## src/rtl/ccsds_psk_modulator.sv

```systemverilog
// CCSDS BPSK/QPSK/OQPSK symbol mapper with programmable samples-per-symbol
// and valid/ready handshakes on both the symbol input and the I/Q output.
module ccsds_psk_modulator #(
    parameter int DATA_W = 13,
    parameter int SPS_W  = 16
) (
    input  logic                     clk_i,
    input  logic                     rst_i,
    input  logic [1:0]               mode_i,
    input  logic [SPS_W-1:0]         samples_per_symbol_i,
    input  logic [1:0]               bits_i,
    input  logic                     bits_valid_i,
    output logic                     bits_ready_o,
    output logic signed [DATA_W-1:0] i_data_o,
    output logic signed [DATA_W-1:0] q_data_o,
    output logic                     iq_valid_o,
    input  logic                     iq_ready_i,
    output logic                     underrun_o
);

    typedef enum logic {S_IDLE, S_RUN} state_e;
    typedef enum logic [1:0] {
        M_BPSK  = 2'd0,
        M_QPSK  = 2'd1,
        M_OQPSK = 2'd2,
        M_RSVD  = 2'd3
    } mode_e;

    localparam logic signed [DATA_W-1:0] AMP_P = {1'b0, {(DATA_W-1){1'b1}}};
    localparam logic signed [DATA_W-1:0] AMP_N = {1'b1, {(DATA_W-2){1'b0}}, 1'b1};
    localparam logic [SPS_W-1:0]         ONE   = SPS_W'(1);

    state_e                   r_state;
    mode_e                    r_mode;
    logic [SPS_W-1:0]         r_sps;
    logic [SPS_W-1:0]         r_cnt;
    logic                     r_qbit;
    logic signed [DATA_W-1:0] r_i;
    logic signed [DATA_W-1:0] r_q;
    logic                     r_valid;
    logic                     r_underrun;

    logic [SPS_W-1:0]         w_sps_in;
    logic [SPS_W-1:0]         w_half;
    logic [SPS_W-1:0]         w_cnt_nx;
    logic                     w_last;
    mode_e                    w_ld_mode;
    logic [SPS_W-1:0]         w_ld_half;
    logic signed [DATA_W-1:0] w_ld_i;
    logic signed [DATA_W-1:0] w_ld_q;
    logic                     w_ld_q_now;

    function automatic logic signed [DATA_W-1:0] amp(input logic b);
        return b ? AMP_N : AMP_P;
    endfunction

    // Load decode uses live mode/SPS in IDLE (they are being latched) and the
    // latched copies while running, so mid-run input changes are ignored.
    always_comb begin
        w_sps_in   = (samples_per_symbol_i == '0) ? ONE : samples_per_symbol_i;
        w_half     = r_sps >> 1;
        w_cnt_nx   = r_cnt + ONE;
        w_last     = (r_cnt == r_sps - ONE);
        w_ld_mode  = (r_state == S_IDLE) ? mode_e'(mode_i) : r_mode;
        w_ld_half  = ((r_state == S_IDLE) ? w_sps_in : r_sps) >> 1;
        w_ld_i     = (w_ld_mode == M_BPSK) ? amp(bits_i[0]) : amp(bits_i[1]);
        w_ld_q     = (w_ld_mode == M_BPSK) ? '0 : amp(bits_i[0]);
        w_ld_q_now = !((w_ld_mode == M_OQPSK) && (w_ld_half != '0));
    end

    assign bits_ready_o = (r_state == S_IDLE) || (iq_ready_i && w_last);
    assign i_data_o     = r_i;
    assign q_data_o     = r_q;
    assign iq_valid_o   = r_valid;
    assign underrun_o   = r_underrun;

    always_ff @(posedge clk_i) begin
        if (rst_i) begin
            r_state    <= S_IDLE;
            r_mode     <= M_QPSK;
            r_sps      <= ONE;
            r_cnt      <= '0;
            r_qbit     <= 1'b0;
            r_i        <= '0;
            r_q        <= '0;
            r_valid    <= 1'b0;
            r_underrun <= 1'b0;
        end else begin
            r_underrun <= 1'b0;
            if (r_state == S_IDLE) begin
                if (bits_valid_i) begin
                    r_state <= S_RUN;
                    r_mode  <= mode_e'(mode_i);
                    r_sps   <= w_sps_in;
                    r_cnt   <= '0;
                    r_i     <= w_ld_i;
                    r_q     <= w_ld_q_now ? w_ld_q : '0;
                    r_qbit  <= bits_i[0];
                    r_valid <= 1'b1;
                end
            end else if (iq_ready_i) begin
                if (!w_last) begin
                    r_cnt <= w_cnt_nx;
                    // OQPSK: Q of the current symbol lands half a symbol late
                    if (r_mode == M_OQPSK && w_cnt_nx == w_half)
                        r_q <= amp(r_qbit);
                end else if (bits_valid_i) begin
                    r_cnt  <= '0;
                    r_i    <= w_ld_i;
                    r_qbit <= bits_i[0];
                    if (w_ld_q_now)
                        r_q <= w_ld_q;
                end else begin
                    r_state    <= S_IDLE;
                    r_cnt      <= '0;
                    r_i        <= '0;
                    r_q        <= '0;
                    r_valid    <= 1'b0;
                    r_underrun <= 1'b1;
                end
            end
        end
    end

endmodule

```

## config.mk

```make
export PLATFORM = sky130hd
export DESIGN_NAME = ccsds_psk_modulator
export DESIGN_NICKNAME = d
export VERILOG_FILES = /design/src/rtl/ccsds_psk_modulator.sv
export SDC_FILE = /design/constraint.sdc
export NUM_CORES = 1
export LEC_CHECK = 0
export BUFFER_PORTS_ARGS = -buffer_cell sky130_fd_sc_hd__buf_2
export CAP_MARGIN = 20
export CORE_MARGIN = 10
export CORE_UTILIZATION = 35
export DETAILED_ROUTE_END_ITERATION = 8
export SYNTH_ARGS = -nofsm -noshare
export SYNTH_HDL_FRONTEND = slang
export SYNTH_SLANG_ARGS = --single-unit
```

## constraint.sdc

```tcl
create_clock -name clk_i -period 3.83 [get_ports clk_i]
set_input_delay 0.9575 -clock clk_i [delete_from_list [all_inputs] [get_ports clk_i]]
set_output_delay 0.9575 -clock clk_i [all_outputs]
set_load 0.03 [all_outputs]
```

# Yosys cells after proc, flatten, opt, wreduce, memory -nomap -nowiden
# Index checks and enable logic that the tools add are counted.
[word_totals]
latchBits = 0
inputBits = 24
ramBits = 0
mem_count = 0
output_inout_bits = 29
word_cells = 77
regBits = 64
mem_bits_ro = 0
[op_classes]
reduce_logical = 15
muxes = 39
multipliers = 0
addsub = 2
div_mod_pow = 0
n_lt_le_gt_ge = 0
n_shift = 0
bitwise_logic = 3
eq_ne = 9
[ops]
columns = ["cell", "n"]
rows = [
  ["2-to-1 mux 13 bit", 18],
  ["2-to-1 mux 16 bit", 6],
  ["adder 16 x 1 -> 16 bit (second input constant)", 1],
  ["== test 16 x 15 -> 1 bit", 1],
  ["== test 16 bit", 1],
  ["zero test 16 bit", 1],
  ["nonzero test 16 bit", 1],
  ["subtractor 16 x 1 -> 16 bit (second input constant)", 1],
  ["2-to-1 mux 1 bit", 14],
  ["AND reduction 4 bit", 2],
  ["AND reduction 2 bit", 3],
  ["== test 2 bit (second input constant)", 2],
  ["inequality test 2 bit (second input constant)", 2],
  ["inequality test 4 bit (second input constant)", 1],
  ["OR reduction 4 bit", 1],
  ["logical AND 1 bit", 3],
  ["inequality test 3 x 1 -> 1 bit (second input constant)", 1],
  ["NOT 1 bit", 3],
  ["AND reduction 3 bit", 1],
  ["zero test 2 bit", 1],
  ["2-to-1 mux 2 bit", 1],
  ["inequality test 2 x 1 -> 1 bit (second input constant)", 1],
  ["nonzero test 2 bit", 1],
  ["logical OR 1 bit", 1],
]

# Depth between registers and ports, before layout
[depth]
ltp_word = 10
mapped_depth = 13
mapped_depth_nobuf = 10

# Worst setup path before layout
# No wires, ideal clock.
[synth_timing]
path_kind = "register -> output"
startpoint = "register r_sps[1]"
endpoint = "output bits_ready_o"
arrival_time_ps = 2289
n_path_buf = 2
stages_incl_launch_ff = 12
path_slack_ps = 584
required_time_ps = 2873
path_cell_list = "dfxtp_1 -> buf_2 -> inv_1 -> ha_1 -> buf_2 -> xnor2_1 -> xnor2_1 -> nor4_1 -> nand3_1 -> nor4_4 -> a21oi_2 -> inv_1"
[synth_between]
elab_chain_cells = 4
[synth_rtl]
columns = ["item", "line", "text"]
rows = [
  ["start: declaration", "35", "logic [SPS_W-1:0] r_sps;"],
  ["start signal: assignment", "94", "r_sps <= w_sps_in;"],
  ["subtractor 16 x 1 -> 16 bit", "63", "w_last = (r_cnt == r_sps - ONE);"],
  ["== test 16 bit", "63", ""],
  ["logical AND 1 bit", "71", "assign bits_ready_o = (r_state == S_IDLE) || (iq_ready_i && w_last);"],
  ["logical OR 1 bit", "71", ""],
  ["end: declaration", "13", "output logic bits_ready_o,"],
]
# No other way between the ends.

# Worst setup path in the final report
[layout_timing]
startpoint = "register r_sps[0]"
endpoint = "output bits_ready_o"
# The elaborated chain is that of the path after synthesis.

==> flow_summary_export.csv <==
group,metric,value,unit
synthesis,syn_avg_cell_area,7.587,um2
power_and_ir_drop,power.density,348.7,nW/um2
clock_tree,clock_sinks,44,
synthesis,synth_top_cell_area_share,0.2633,
synthesis,netlist_area,3346,um2
critical_path,start_kind,"flip-flop",
floorplanning,coreArea,9284,um2
floorplanning,dieArea,13870,um2
synthesis,synthesis.yosys.warnings,0,
sta,finalCriticalPeriod,3.609,ns
sta,worst_pin_slew,0.9323,ns
clock_tree,tritoncts,"built",
global_routing,first_global_vias,3087,
run,cap_violations,0,
synthesis,ys_seq_area_frac,0.2633,
power_and_ir_drop,p_sw,415.4,uW
placed_design,dpl.hpwl,7.218,mm
status,status,"finished, final reports clean",
global_routing,track_usage,0.1330,
clock_tree,clk_pin_slew,0.09,ns
floorplanning,die_w,117.8,um
routing,wl_per_cell,16.55,um
power_and_ir_drop,p_total,1.266,mW
power_and_ir_drop,pwr-share-clk,0.336,
synthesis,async_flop_share,0,
synthesis,yosysMostFrequentCell,"nand2_1",
clock_tree,cts_made_buffers,5,
critical_path,cp.arrival,2.65,ns
routing,via_per_inst,5.588,
final_layout,diodes,0,
final_layout,nets,477,
synthesis,synth_ff_type,"dfxtp_1",
routing,ant_nets,0,
floorplanning,num_rows,35,
placed_design,place_congestion,0.9323,
power_and_ir_drop,ir_worst_vdd,0.0002348,V
global_routing,grt_first_pass_wirelength,15.80,mm
power_and_ir_drop,switching_share,0.3281,
power_and_ir_drop,comb_power_share,0.258,
global_routing,grt_max_degree,33,
critical_path,critPathRequiredTime,2.87,ns
critical_path,critical_path.max_stage_delay,0.40,ns
global_routing,gr-usage-met3,0.02398,
critical_path,end_kind,"primary output",
synthesis,syn_nets,467,
sta,rsz0062_at_grt,"false",
sta,hold-worst-slack,0.4554,ns
sta,fin_tns_setup,0,ns
power_and_ir_drop,p_leak,1.419,nW
critical_path,worst-path-buf-inv,3,
floorplanning,die_height,117.8,um
synthesis,synth_common_cells,"nand2_1, dfxtp_1, a21oi_1",
synthesis,ys_ff_latch,44,
critical_path,crit_top_cell,"inv_1",
worst_hold_path,hold_class,"flip-flop to flip-flop",
critical_path,timing.critical_path.slowest_stage_cell,"or3b_1",
critical_path,crit_family,"simple AND/OR/NAND/NOR gates",
synthesis,synth_top_area_cell,"dfxtp_1",
sta,slew_violations,0,
global_routing,overflow,0,
sta,slew_headroom,0.3784,
power_and_ir_drop,power.share.sequential,0.406,
final_layout,drive_gt1_frac,0.1840,
synthesis,ys_types,61,
final_layout,multiInputGateArea,2113,um2
global_routing,grtUsageMet1,0.1685,
synthesis,syn_inst,441,
power_and_ir_drop,internal_power,850.8,uW
clock_tree,root_buffer,"clkbuf_8",
synthesis,synthTopCellsByArea,"dfxtp_1, nand2_1, xnor2_1",
sta,maxClockFrequency,277.1,MHz
sta,hold_viol_final,0,
critical_path,critical_path_peak_fanout,12,
routing,vias,3241,
critical_path,critical_path_class,"flip-flop to primary output",
routing,drt_iter0_drc,241,
clock_tree,cts_max_path_buffers,2,
clock_tree,ctsHtreeMaxLevel,2,
final_layout,regArea,880.8,um2
floorplanning,io_pins,53,
clock_tree,cts_hold_buf,0,
sta,fin_worst_skew,0.009292,ns
placed_design,port_buffers,52,
routing,drc,0,
sta,finalSetupViolCount,0,
sta,setup_slack,0.2213,ns
routing,finalWirelength,9.598,mm
final_layout,synthToLayoutAreaGrowth,8.526,%
global_routing,busiest_layer,"met2",
routing,drt-pass1-iter-count,4,
global_routing,antenna_found_initial,0,
placed_design,post-place-ws,0.4028,ns
sta,finalCritPeriodShare,0.9422,
synthesis,synth_edf_count,0,
critical_path,cp_cell_sequence,"inv_1, ha_2, or3b_1, nor4b_1, nand3b_1, nand3_1, nor4_4, a21oi_2, inv_1, buf_2",
final_layout,n_fill_cell,1019,
global_routing,gr-usage-met2,0.2206,
floorplanning,start_util,0.3604,
clock_tree,clk_latency,0.30,ns
[worst paths after layout]
check | startpoint | endpoint | slack, ns | cells after the start
worst max-delay path | r_sps[0] | bits_ready_o | 0.22 | 10
worst min-delay path | i_data_o[12] | i_data_o[12] | 0.46 | 2
worst max register to register | r_cnt[0] | q_data_o[12] | 0.81 | 9
worst min register to register | i_data_o[12] | i_data_o[12] | 0.46 | 2
[area by class of cell]
cell class | count | share of cell area
inverters | 7 | 0.007236
flip-flops and latches | 44 | 0.2426
clock buffers | 5 | 0.01895
multi-input cells | 333 | 0.5820
clock inverters | 2 | 0.01654
repair buffers | 60 | 0.08822
well taps | 129 | 0.04445
[worst register-to-register path, stage by stage, from the launching register on]
cell      delay, ns
dfxtp_1        0.51
ha_1           0.38
and3_1         0.32
a21boi_0       0.14
or4_1          0.52
a211oi_1       0.24
a41oi_1        0.20
nor2b_1        0.19
a211oi_2       0.28
a31oi_1        0.12
[layer usage]
layer,wire length [um],part of all wire,up-vias
met2,4566,0.48,97
met3,367,0.038,14
met1,4482,0.47,1530
met5,0,0,-
met4,181,0.019,0
li1,-,-,1600
[through the flow]
stage	util	instances	instance area [um2]
2_1_floorplan	-	441	3346
3_3_place_gp	0.3753	571	3485
3_5_place_dp	0.3753	571	3485
4_1_cts	0.3892	578	3613
5_1_grt	0.3911	580	3631
6_report	0.3911	580	3631
[registers in the layout (all words and copies together), names as in the netlist]
name,flops
q_data_o,3
r_sps,16
i_data_o,3
r_cnt,16
r_state,1
underrun_o,1
iq_valid_o,1
r_mode,2
r_qbit,1
[power by group through the flow]
stage | Sequential [mW] | Combinational (mW) | Clock, mW
global route | 0.519 | 0.355 | 0.457
CTS | 0.514 | 0.323 | 0.437
finish | 0.515 | 0.327 | 0.425
detailed placement | 0.525 | 0.322 | 0
global placement | 0.524 | 0.320 | 0
floorplan | 0.520 | 0.269 | 0
[logic make-up after synthesis]
| family | count (synthesis) | share of synthesized area |
|---|---|---|
| AOI/OAI and AO/OA | 99 | 0.2057 |
| and+or+nand+nor | 188 | 0.3011 |
| buffers and inverters | 64 | 0.1058 |
| DFF | 44 | 0.2633 |
| muxes | 3 | 0.009349 |
| xor gates and xnor gates | 41 | 0.1073 |
| adders and majority gates | 2 | 0.007478 |
[placed cells by master (no fill, tap or decap), types with 13 or more instances in the layout]
master   netlist  layout
dfxtp_1       44      44
nand4_1       13      13
nor2_1        18      18
nor3_1        23      23
nor4_1        13      13
xor2_1        19      19
xnor2_1       22      22
nand2_1       60      60
nand3_1       17      17
a21oi_1       29      29
buf_2          7      52
[repair_timing]
item,in CTS,in global routing
setup buffers,0,2
setup endpoints to repair,0,1
gates resized for setup,0,1
No activity file was read; power rests on OpenSTA's default activity.
